`src/rtl/dac_serial_rx_if.sv`:
```
// Output word stream of the DAC serial receiver: head-of-FIFO data with valid/ready.
// The receiver drives through the master modport; the consumer uses the slave modport.
interface dac_serial_rx_if #(
    parameter int DW = 16
);
    logic [DW-1:0] m_data;
    logic          m_valid;
    logic          m_ready;

    modport master (output m_data, output m_valid, input m_ready);
    modport slave  (input m_data, input m_valid, output m_ready);
endinterface

```
`src/rtl/dac_serial_rx.sv`:
```
// 3-wire (sclk/sdi/cs_n) frame receiver: oversamples the link on aclk, rebuilds MSB-first
// DW-bit words, rejects frames of the wrong length and queues good words in a FWFT FIFO.
//
// state       | meaning
// WAIT_IDLE   | wait until cs_n is seen high after reset/enable so a running frame is skipped
// IDLE        | link idle, waiting for a cs_n falling edge
// SHIFT       | frame open, shifting one bit per sclk rise until cs_n rises
module dac_serial_rx #(
    parameter int DW    = 16,
    parameter int DEPTH = 4,
    parameter int SYNC  = 2
) (
    input  logic                     aclk,
    input  logic                     areset,
    input  logic                     en,
    input  logic                     sclk,
    input  logic                     sdi,
    input  logic                     cs_n,
    dac_serial_rx_if.master          m_if,
    output logic                     frame_err,
    output logic                     overflow,
    output logic [7:0]               err_count,
    output logic [$clog2(DEPTH):0]   level
);
    localparam int CW = $clog2(DW + 2);
    localparam int AW = $clog2(DEPTH);
    localparam int LW = AW + 1;
    localparam int SW = $clog2(SYNC + 1);

    typedef enum logic [1:0] {S_WAIT_IDLE, S_IDLE, S_SHIFT} state_t;

    state_t          r_state;
    state_t          w_next;

    logic [SYNC-1:0] r_sclk_sync;
    logic [SYNC-1:0] r_sdi_sync;
    logic [SYNC-1:0] r_cs_sync;
    logic            r_sclk_hist;
    logic            r_cs_hist;
    logic [SW-1:0]   r_settle;

    logic [DW-1:0]   r_shift;
    logic [CW-1:0]   r_cnt;
    logic [DW-1:0]   w_shift_next;
    logic [CW-1:0]   w_cnt_next;

    logic [DW-1:0]   r_mem [DEPTH];
    logic [AW-1:0]   r_wr;
    logic [AW-1:0]   r_rd;
    logic [LW-1:0]   r_level;
    logic            r_frame_err;
    logic            r_overflow;
    logic [7:0]      r_err_count;

    logic w_sclk_s, w_sdi_s, w_cs_s;
    logic w_sclk_rise, w_cs_fall, w_cs_rise;
    logic w_clear, w_shift_en, w_push, w_err;
    logic w_pop, w_full, w_wr;

    always_ff @(posedge aclk or posedge areset) begin
        if (areset) begin
            r_sclk_sync <= '1;
            r_sdi_sync  <= '1;
            r_cs_sync   <= '1;
            r_sclk_hist <= 1'b1;
            r_cs_hist   <= 1'b1;
        end else begin
            r_sclk_sync <= {r_sclk_sync[SYNC-2:0], sclk};
            r_sdi_sync  <= {r_sdi_sync[SYNC-2:0], sdi};
            r_cs_sync   <= {r_cs_sync[SYNC-2:0], cs_n};
            r_sclk_hist <= r_sclk_sync[SYNC-1];
            r_cs_hist   <= r_cs_sync[SYNC-1];
        end
    end

    assign w_sclk_s    = r_sclk_sync[SYNC-1];
    assign w_sdi_s     = r_sdi_sync[SYNC-1];
    assign w_cs_s      = r_cs_sync[SYNC-1];
    assign w_sclk_rise = w_sclk_s & ~r_sclk_hist;
    assign w_cs_fall   = ~w_cs_s & r_cs_hist;
    assign w_cs_rise   = w_cs_s & ~r_cs_hist;

    // Synchronizers come out of reset all-ones, so cs_n only counts as high once the
    // raw pin value has had time to reach the last stage.
    always_ff @(posedge aclk or posedge areset) begin
        if (areset) begin
            r_settle <= SW'(SYNC);
        end else if (r_state != S_WAIT_IDLE || !en || !w_cs_s) begin
            r_settle <= SW'(SYNC);
        end else if (r_settle != '0) begin
            r_settle <= r_settle - SW'(1);
        end
    end

    always_ff @(posedge aclk or posedge areset) begin
        if (areset) r_state <= S_WAIT_IDLE;
        else        r_state <= w_next;
    end

    always_comb begin
        w_next = r_state;
        if (!en) begin
            w_next = S_WAIT_IDLE;
        end else begin
            case (r_state)
                S_WAIT_IDLE: if (r_settle == '0 && w_cs_s) w_next = S_IDLE;
                S_IDLE:      if (w_cs_fall) w_next = S_SHIFT;
                S_SHIFT:     if (w_cs_rise) w_next = S_IDLE;
                default:     w_next = S_WAIT_IDLE;
            endcase
        end
    end

    // A bit arriving in the same cycle as cs_n rise is folded in before the length check.
    assign w_cnt_next   = (w_sclk_rise && r_cnt != CW'(DW + 1)) ? r_cnt + CW'(1) : r_cnt;
    assign w_shift_next = w_sclk_rise ? {r_shift[DW-2:0], w_sdi_s} : r_shift;

    always_comb begin
        w_clear    = 1'b0;
        w_shift_en = 1'b0;
        w_push     = 1'b0;
        w_err      = 1'b0;
        if (en) begin
            case (r_state)
                S_IDLE:  w_clear = w_cs_fall;
                S_SHIFT: begin
                    w_shift_en = 1'b1;
                    if (w_cs_rise) begin
                        w_push = (w_cnt_next == CW'(DW));
                        w_err  = (w_cnt_next != CW'(DW));
                    end
                end
                default: ;
            endcase
        end
    end

    always_ff @(posedge aclk or posedge areset) begin
        if (areset) begin
            r_shift <= '0;
            r_cnt   <= '0;
        end else if (w_clear) begin
            r_shift <= '0;
            r_cnt   <= '0;
        end else if (w_shift_en) begin
            r_shift <= w_shift_next;
            r_cnt   <= w_cnt_next;
        end
    end

    assign w_pop  = m_if.m_valid & m_if.m_ready;
    assign w_full = (r_level == LW'(DEPTH));
    assign w_wr   = w_push & (~w_full | w_pop);

    always_ff @(posedge aclk or posedge areset) begin
        if (areset) begin
            for (int i = 0; i < DEPTH; i++) r_mem[i] <= '0;
            r_wr        <= '0;
            r_rd        <= '0;
            r_level     <= '0;
            r_frame_err <= 1'b0;
            r_overflow  <= 1'b0;
            r_err_count <= '0;
        end else begin
            if (w_wr) begin
                r_mem[r_wr] <= w_shift_next;
                r_wr        <= r_wr + AW'(1);
            end
            if (w_pop) r_rd <= r_rd + AW'(1);
            if (w_wr && !w_pop)      r_level <= r_level + LW'(1);
            else if (!w_wr && w_pop) r_level <= r_level - LW'(1);
            r_frame_err <= w_err;
            if (w_push && w_full && !w_pop) r_overflow <= 1'b1;
            if (w_err && r_err_count != 8'hFF) r_err_count <= r_err_count + 8'd1;
        end
    end

    assign m_if.m_data  = r_mem[r_rd];
    assign m_if.m_valid = (r_level != '0);
    assign frame_err    = r_frame_err;
    assign overflow     = r_overflow;
    assign err_count    = r_err_count;
    assign level        = r_level;
endmodule

```
`src/flat_wrapper.sv`:
```
// flat-port wrapper written by rule: the top's interface ports become plain ports
module dac_serial_rx_flat 
#(
    parameter int DW    = 16,
    parameter int DEPTH = 4,
    parameter int SYNC  = 2
)
  (aclk, areset, en, sclk, sdi, cs_n, frame_err, overflow, err_count, level, m_if_m_data, m_if_m_valid, m_if_m_ready);
  dac_serial_rx_if #(.DW(DW)) m_if_i ();
  input  logic aclk;
  input  logic areset;
  input  logic en;
  input  logic sclk;
  input  logic sdi;
  input  logic cs_n;
  output logic frame_err;
  output logic overflow;
  output logic [7:0] err_count;
  output logic [$clog2(DEPTH):0] level;
  output wire logic [$bits(m_if_i.m_data)-1:0] m_if_m_data;
  output wire logic [$bits(m_if_i.m_valid)-1:0] m_if_m_valid;
  input wire logic [$bits(m_if_i.m_ready)-1:0] m_if_m_ready;
  assign m_if_m_data = m_if_i.m_data;
  assign m_if_m_valid = m_if_i.m_valid;
  assign m_if_i.m_ready = m_if_m_ready;
  dac_serial_rx #(.DW(DW), .DEPTH(DEPTH), .SYNC(SYNC)) u_core (.aclk(aclk), .areset(areset), .en(en), .sclk(sclk), .sdi(sdi), .cs_n(cs_n), .m_if(m_if_i), .frame_err(frame_err), .overflow(overflow), .err_count(err_count), .level(level));
endmodule
```
`config.mk`:
```
export PLATFORM = sky130hd
export DESIGN_NAME = dac_serial_rx_flat
export DESIGN_NICKNAME = d
export VERILOG_FILES = /design/src/rtl/dac_serial_rx_if.sv /design/src/rtl/dac_serial_rx.sv /design/src/flat_wrapper.sv
export SDC_FILE = /design/constraint.sdc
export NUM_CORES = 1
export LEC_CHECK = 0
export ABC_CLOCK_PERIOD_IN_PS = 10000
export CELL_PAD_IN_SITES_DETAIL_PLACEMENT = 1
export CELL_PAD_IN_SITES_GLOBAL_PLACEMENT = 2
export CORE_MARGIN = 3
export CORE_UTILIZATION = 45
export CTS_CLUSTER_DIAMETER = 60
export DETAILED_ROUTE_END_ITERATION = 16
export PLACE_DENSITY = 0.95
export SLEW_MARGIN = 10
export SYNTH_ARGS = -nofsm -noshare
export SYNTH_HDL_FRONTEND = slang
export SYNTH_SLANG_ARGS = --single-unit
export TNS_END_PERCENT = 50
```
`constraint.sdc`:
```
create_clock -name aclk -period 10 [get_ports aclk]
set_clock_uncertainty 0.1 [all_clocks]
set_input_delay 2 -clock aclk [delete_from_list [all_inputs] [get_ports aclk]]
set_output_delay 2 -clock aclk [all_outputs]
set_load 0.005 [all_outputs]
```
==> summary.txt, run 1 <==
Setup path
  – WP data arrival: 2.55 ns
  – Worst R2R Start: u_core.r_cnt[0]
  – Worst-path maximum fanout: 18
  – Worst path slowest cell: dfrtp_1
  – Endpoint type of the worst setup path: output pin
  – FF-to-FF setup slack: 6.65 ns
  – Crit. Startpoint: u_core.r_rd[0]
  – Crit-path max cell delay: 1.03 ns
  – Crit path cell chain: mux4_2 > clkdlybuf4s50_1
  – Kind of critical path: register to output pin
  – CP Buf/Inv Count: 1
  – Worst Setup Start Kind: register
  – Worst path top cell family by delay: flip-flops
  – Critical path data required time: 7.90 ns

Synthesis
  – Post-synth net total: 379
  – Synth warn: 0
  – Post-synthesis async set-or-reset flop share: 1.00
  – Post-Syn Area: 0.00517 sq mm
  – Post-synth EDFFs: 0
  – Post-synth cell types: 45
  – Top cell type's share of synthesized area: 0.508
  – Synth top area cells: dfrtp_1, mux2_2, mux4_2
  – Seq/Total Area, Yosys: 0.554
  – Main synth FF type: dfrtp_1
  – Cell count after synthesis: 362
  – Most area-hungry cell type in the Yosys netlist: dfrtp_1
  – Post-synthesis register bit count: 114
  – Synthesized area per cell: 14.3 sq um

STA
  – Max_slew headroom: 0.263
  – Final setup fails: 0
  – RSZ-0062 raised after global routing: false
  – Crit path time final: 4.65 ns
  – Fin. max-slew vios: 0
  – F_max: 215 MHz
  – Measured slew at the worst slew-check pin: 1.11 ns
  – Final hold violation count: 0
  – Tcrit/Tclk final: 0.465
  – Hold Slack: 0.257 ns
  – Final TNS setup: 0 ns

Global routing
  – Pin count of the biggest net entering global routing: 91
  – Tot GR Track Use: 0.201
  – Grt ovf: 0
  – Vias in the first global route: 3672
  – Initial antenna violation count: 0
  – First-pass GRT wire length: 19600 um

Floorplanning
  – Starting Density: 0.468
  – Die X: 113 um
  – I/O Pins: 37
  – Die ar.: 0.0128 sq mm
  – Core Area: 0.0110 sq mm
  – Core Rows: 38
  – Die height: 113 um

Outcome
  – Outcome: finished clean

Clock tree
  – Setup Fix Bufs, Post-CTS: 0
  – Max H-tree Level: 4
  – PostCTS Resize Cnt: 0
  – Hold_buf cts: 0
  – Worst-path clk slew: 0.05 ns
  – Root Driver: clkbuf_16
  – Clock latency on the worst-skew pair: 0.41 ns
  – CTS tree: built
  – Clk sinks: 114
  – Maximum buffer depth of the clock tree: 2
  – Num CTS Buffers: 17

Flow run
  – Max cap viols: 0

Min path
  – HP Class: register to register
  – Hold wc startpoint: u_core.r_sclk_sync[0]

Place
  – IO buf count: 36
  – GPL Wtd Cong: 0.726
  – HPWL after DPL: 7210 um
  – Placed cells: 527

Pwr
  – Pleak: 0.00292 uW
  – Power Dens Cells: 192 mW/mm^2
  – Max VDD drop: 0.138 mV

Routing
  – Vias per inst: 5.76
  – Total Wirelength: 11900 um
  – Vias: 3207
  – Pre-antenna DRT Iters: 4
  – Routed Antenna Nets: 0
  – Initial DRC count: 117
  – Post-route DRC: 0
  – DR WL/cell: 21.3 um

Layout
  – Antenna cells: 0
  – Fin util: 0.562
  – Share of layout cells above drive strength 1: 0.357
  – Layout overhead on the synthesized area: 20.0%
  – Non-filler cells, final: 557
  – Post-layout net count: 423
metal layers:
metal | track usage | routed length (um) | vias up
met3 | 0.0481 | 377 | 21
li1 | - | - | 1421
met4 | 0.0825 | 191 | 0
met1 | 0.243 | 5190 | 1709
met5 | 0 | 0 | -
met2 | 0.345 | 6100 | 56
cell type report:
class	instances	area [sq um]
sequential	114	2860
multi-input combinational	221	2190
clock inverter	5	27.5
inverter	12	47.5
clock buffer	25	505
timing repair buffer	40	390
fill	1065	4830
tap	140	175
path summary, 6_finish.rpt:
path,to,cells after the start
max,m_if_m_data[15],2
min,u_core.r_sclk_sync[1],0
max reg2reg,u_core.level[2],11
min reg2reg,u_core.r_sclk_sync[1],0
max in group asynchronous,u_core.r_mem[31],3
min in group asynchronous,u_core.r_settle[0],2
cells by family after synthesis:
logic type      share of synthesized area
compound gates                     0.0538
xor+xnor                           0.0237
fa+ha+maj                          0.0257
buf+inv                            0.0213
flops                               0.554
mux                                 0.250
simple gates                       0.0709
sequential cells by signal, summed over array words and instances (netlist names), 3 cells and up:
| name | flops |
|---|---|
| u_core.r_mem | 64 |
| u_core.r_shift | 16 |
| u_core.err_count | 8 |
| u_core.r_cnt | 5 |
| u_core.level | 3 |
cell usage after synthesis (2+ instances only):
cell type / count
nor2b_1: 3
o22ai_1: 2
a21oi_1: 5
nand2_1: 12
mux2_2: 82
mux4_2: 16
xor2_1: 7
and2_1: 2
or3_1: 2
nor2_1: 8
nand2_2: 4
nand3_1: 4
nor3b_1: 2
inv_1: 12
clkbuf_1: 9
ha_1: 9
nand2b_1: 2
dfstp_2: 9
nor3_1: 4
a22o_1: 17
and4bb_2: 2
xnor2_1: 7
nor4_1: 4
buf_2: 4
dfrtp_1: 105
o21ai_0: 8
nand4_1: 3
stage by stage:
stage | power, uW | instance area (sq um) | setup WS, ns
final | 1190 | 6200 | 5.35
after global routing | 1250 | 6200 | 5.19
after CTS | 1210 | 6200 | 5.32
after detailed placement | 664 | 5670 | 4.96
after global placement | 654 | 5670 | 5.14
after floorplan | 607 | 5170 | 4.90
power by group:
part | total, uW | switching (uW) | internal, uW
sequential | 526 | 46.3 | 480
combinational | 127 | 55.8 | 71.3
clock | 540 | 196 | 344
total | 1190 | 298 | 895
worst reg2reg max path, stage by stage (launching register included):
cell,delay [ns]
dfrtp_1,0.46
ha_1,0.29
and4b_1,0.27
nor4_1,0.24
nor3_1,0.14
nor4_4,0.60
ha_1,0.29
inv_1,0.06
fa_1,0.39
xor2_1,0.18
nor2_1,0.12
xnor2_1,0.13
cell usage in the layout (no fill, tap or decap), drive strengths merged, types with 7 or more instances in the layout:
cell,n
mux4,16
ha,9
xnor2,7
nor2,8
dfrtp,105
mux2,82
clkdlybuf4s50,36
inv,12
o21ai,9
dfstp,9
nand2,16
a22o,17
clkbuf,25
xor2,7
Note: power is estimated with default switching activity, not from simulation.
==> run 2, diff against run 1 <==
ABC_CLOCK_PERIOD_IN_PS = 4000   (was 10000)
CORE_UTILIZATION = 38   (was 45)
PLACE_DENSITY = 0.87   (was 0.95)
clock period = 4 ns   (was 10 ns; I/O delays follow)
==> summary.txt, run 2 (synthesized netlist as in run 1, its figures left out) <==
Outcome
  – Outcome: finished clean (unchanged)

Layout
  – Share of layout cells above drive strength 1: 0.368 (was 0.357)
  – Layout overhead on the synthesized area: 23.1% (was 20.0%)
  – Multi-input gate area: 0.00220 sq mm (was 0.00219 sq mm)
  – Post-layout net count: 425 (was 423)
  – Most frequent cells in the layout: dfrtp_1, mux2_2, clkdlybuf4s50_1 (unchanged)
  – Largest register by flop count: u_core.r_mem (unchanged)
  – Sequential cell area: 0.00286 sq mm (unchanged)
  – Antenna cells: 0 (unchanged)
  – # fillers: 1249 (was 1065)
  – Max reg flops: 64 (unchanged)
  – Commonest non-fill, non-tap cell in the layout: dfrtp_1 (unchanged)

Pwr
  – Net Sw Frac: 0.242 (was 0.250)
  – Comb power frac: 0.115 (was 0.106)
  – Net Switching: 783 uW (was 298 uW)
  – Tot Pwr: 3230 uW (was 1190 uW)
  – Power Dens Cells: 508 mW/mm^2 (was 192 mW/mm^2)
  – Clock power share: 0.491 (was 0.453)
  – Max VDD drop: 0.314 mV (was 0.138 mV)
  – Sequential Power Share: 0.394 (was 0.441)
  – Internal power: 2450 uW (was 895 uW)
  – Pleak: 0.00298 uW (was 0.00292 uW)

Floorplanning
  – I/O Pins: 37 (unchanged)
  – Die X: 123 um (was 113 um)
  – Core Area: 0.0130 sq mm (was 0.0110 sq mm)
  – Die ar.: 0.0150 sq mm (was 0.0128 sq mm)
  – Core Rows: 41 (was 38)
  – Die height: 123 um (was 113 um)
  – Starting Density: 0.398 (was 0.468)

Global routing
  – First-pass GRT wire length: 19200 um (was 19600 um)
  – Initial antenna violation count: 0 (unchanged)
  – Grt ovf: 0 (unchanged)
  – Tot GR Track Use: 0.170 (was 0.201)
  – Vias in the first global route: 3576 (was 3672)
  – Pin count of the biggest net entering global routing: 60 (was 91)

Min path
  – HP Class: register to register (unchanged)
  – Hold Path Depth: 0 (unchanged)

Routing
  – Pre-antenna DRT Iters: 7 (was 4)
  – Total Wirelength: 11600 um (was 11900 um)
  – DR WL/cell: 19.6 um (was 21.3 um)
  – Initial DRC count: 130 (was 117)
  – Vias per inst: 5.30 (was 5.76)
  – Routed Antenna Nets: 0 (unchanged)
  – Vias: 3143 (was 3207)
  – Post-route DRC: 0 (unchanged)

Clock tree
  – CTS tree: built (unchanged)
  – Num CTS Buffers: 17 (unchanged)
  – Hold_buf cts: 0 (unchanged)
  – Maximum buffer depth of the clock tree: 2 (unchanged)
  – Clock latency on the worst-skew pair: 0.42 ns (was 0.41 ns)
  – Max H-tree Level: 4 (unchanged)
  – Worst-path clk slew: 0.05 ns (about the same)
  – Root Driver: clkbuf_16 (unchanged)
  – Clk sinks: 114 (unchanged)
  – Setup Fix Bufs, Post-CTS: 0 (unchanged)
  – PostCTS Resize Cnt: 0 (unchanged)

Place
  – GPL Wtd Cong: 0.773 (was 0.726)
  – HPWL after DPL: 6870 um (was 7210 um)
  – IO buf count: 36 (unchanged)

Setup path
  – Worst-path maximum fanout: 11 (was 18)
  – R2r worst-path depth: 11 (unchanged)
  – Critical path data required time: 3.10 ns (was 7.90 ns)
  – Endpoint type of the worst setup path: output pin (unchanged)
  – Worst R2R Start: u_core.r_cnt[0] (unchanged)
  – Worst Setup Start Kind: register (unchanged)
  – WP data arrival: 2.32 ns (was 2.55 ns)
  – Crit. Startpoint: u_core.r_rd[0] (unchanged)
  – Kind of critical path: register to output pin (unchanged)
  – Worst setup endpoint: m_if_m_data[14] (was m_if_m_data[15])
  – Worst r2r dst: u_core.level[2] (unchanged)
  – FF-to-FF setup slack: 0.95 ns (was 6.65 ns)

STA
  – Measured slew at the worst slew-check pin: 1.00 ns (was 1.11 ns)
  – RSZ-0062 raised after global routing: false (unchanged)
  – Tcrit/Tclk final: 0.806
  – Crit path time final: 3.22 ns
  – Final hold violation count: 0 (unchanged)
  – Final setup fails: 0 (unchanged)
  – Fin. max-slew vios: 0 (unchanged)
  – F_max: 310 MHz
  – Final TNS setup: 0 ns (unchanged)
  – Max_slew headroom: 0.333 (was 0.263)

Flow run
  – Max cap viols: 0 (unchanged)
[run 2: worst min path at each step]
| stage | startpoint | endpoint | slack (ns) |
|---|---|---|---|
| after floorplan | u_core.r_cs_sync[0] | u_core.r_cs_sync[1] | 0.25 |
| after global placement | u_core.r_cs_sync[0] | u_core.r_cs_sync[1] | 0.25 |
| after detailed placement | u_core.r_cs_sync[0] | u_core.r_cs_sync[1] | 0.25 |
| after CTS | u_core.r_sclk_sync[0] | u_core.r_sclk_sync[1] | 0.26 |
| after global routing | u_core.r_cs_sync[0] | u_core.r_cs_sync[1] | 0.26 |
| final | u_core.r_sclk_sync[0] | u_core.r_sclk_sync[1] | 0.26 |
[run 2: power by group through the flow]
| stage | sequential (uW) | clock [uW] | combinational (uW) |
|---|---|---|---|
| after floorplan | 1250 | 0 | 265 |
| after global placement | 1290 | 0 | 361 |
| after detailed placement | 1290 | 0 | 376 |
| after CTS | 1270 | 1620 | 382 |
| after global routing | 1280 | 1680 | 406 |
| final | 1270 | 1590 | 370 |
[run 2: area by class of cell]
cell class | count | share of cell area
timing repair buffer | 42 | 0.0657
clock buffer | 21 | 0.0724
inverter | 12 | 0.00747
tap | 172 | 0.0338
clock inverter | 11 | 0.0250
multi-input combinational | 221 | 0.345
sequential | 114 | 0.450
[run 2: critical path: stages (launching register included)]
cell and delay (ns):
dfrtp_1 0.78, buf_4 0.31, mux4_2 0.35, clkdlybuf4s50_1 0.47
[run 2: through the flow]
step / hold slack [ns] / cells / worst slack, ns / cell area [sq um] / utilization
after floorplan: 0.245 / 362 / 0.0992 / 5170 / -
after global placement: 0.249 / 561 / 0.604 / 5740 / 0.442
after detailed placement: 0.249 / 561 / 0.547 / 5740 / 0.442
after CTS: 0.257 / 593 / 0.735 / 6360 / 0.490
after global routing: 0.263 / 593 / 0.703 / 6360 / 0.490
final: 0.257 / 593 / 0.776 / 6360 / 0.490
[run 2: metal layers]
layer	part of all wire	up-vias	track usage
li1	-	1430	-
met1	0.44	1665	0.211
met2	0.52	34	0.284
met3	0.027	14	0.0461
met4	0.013	0	0.0651
met5	0	-	0
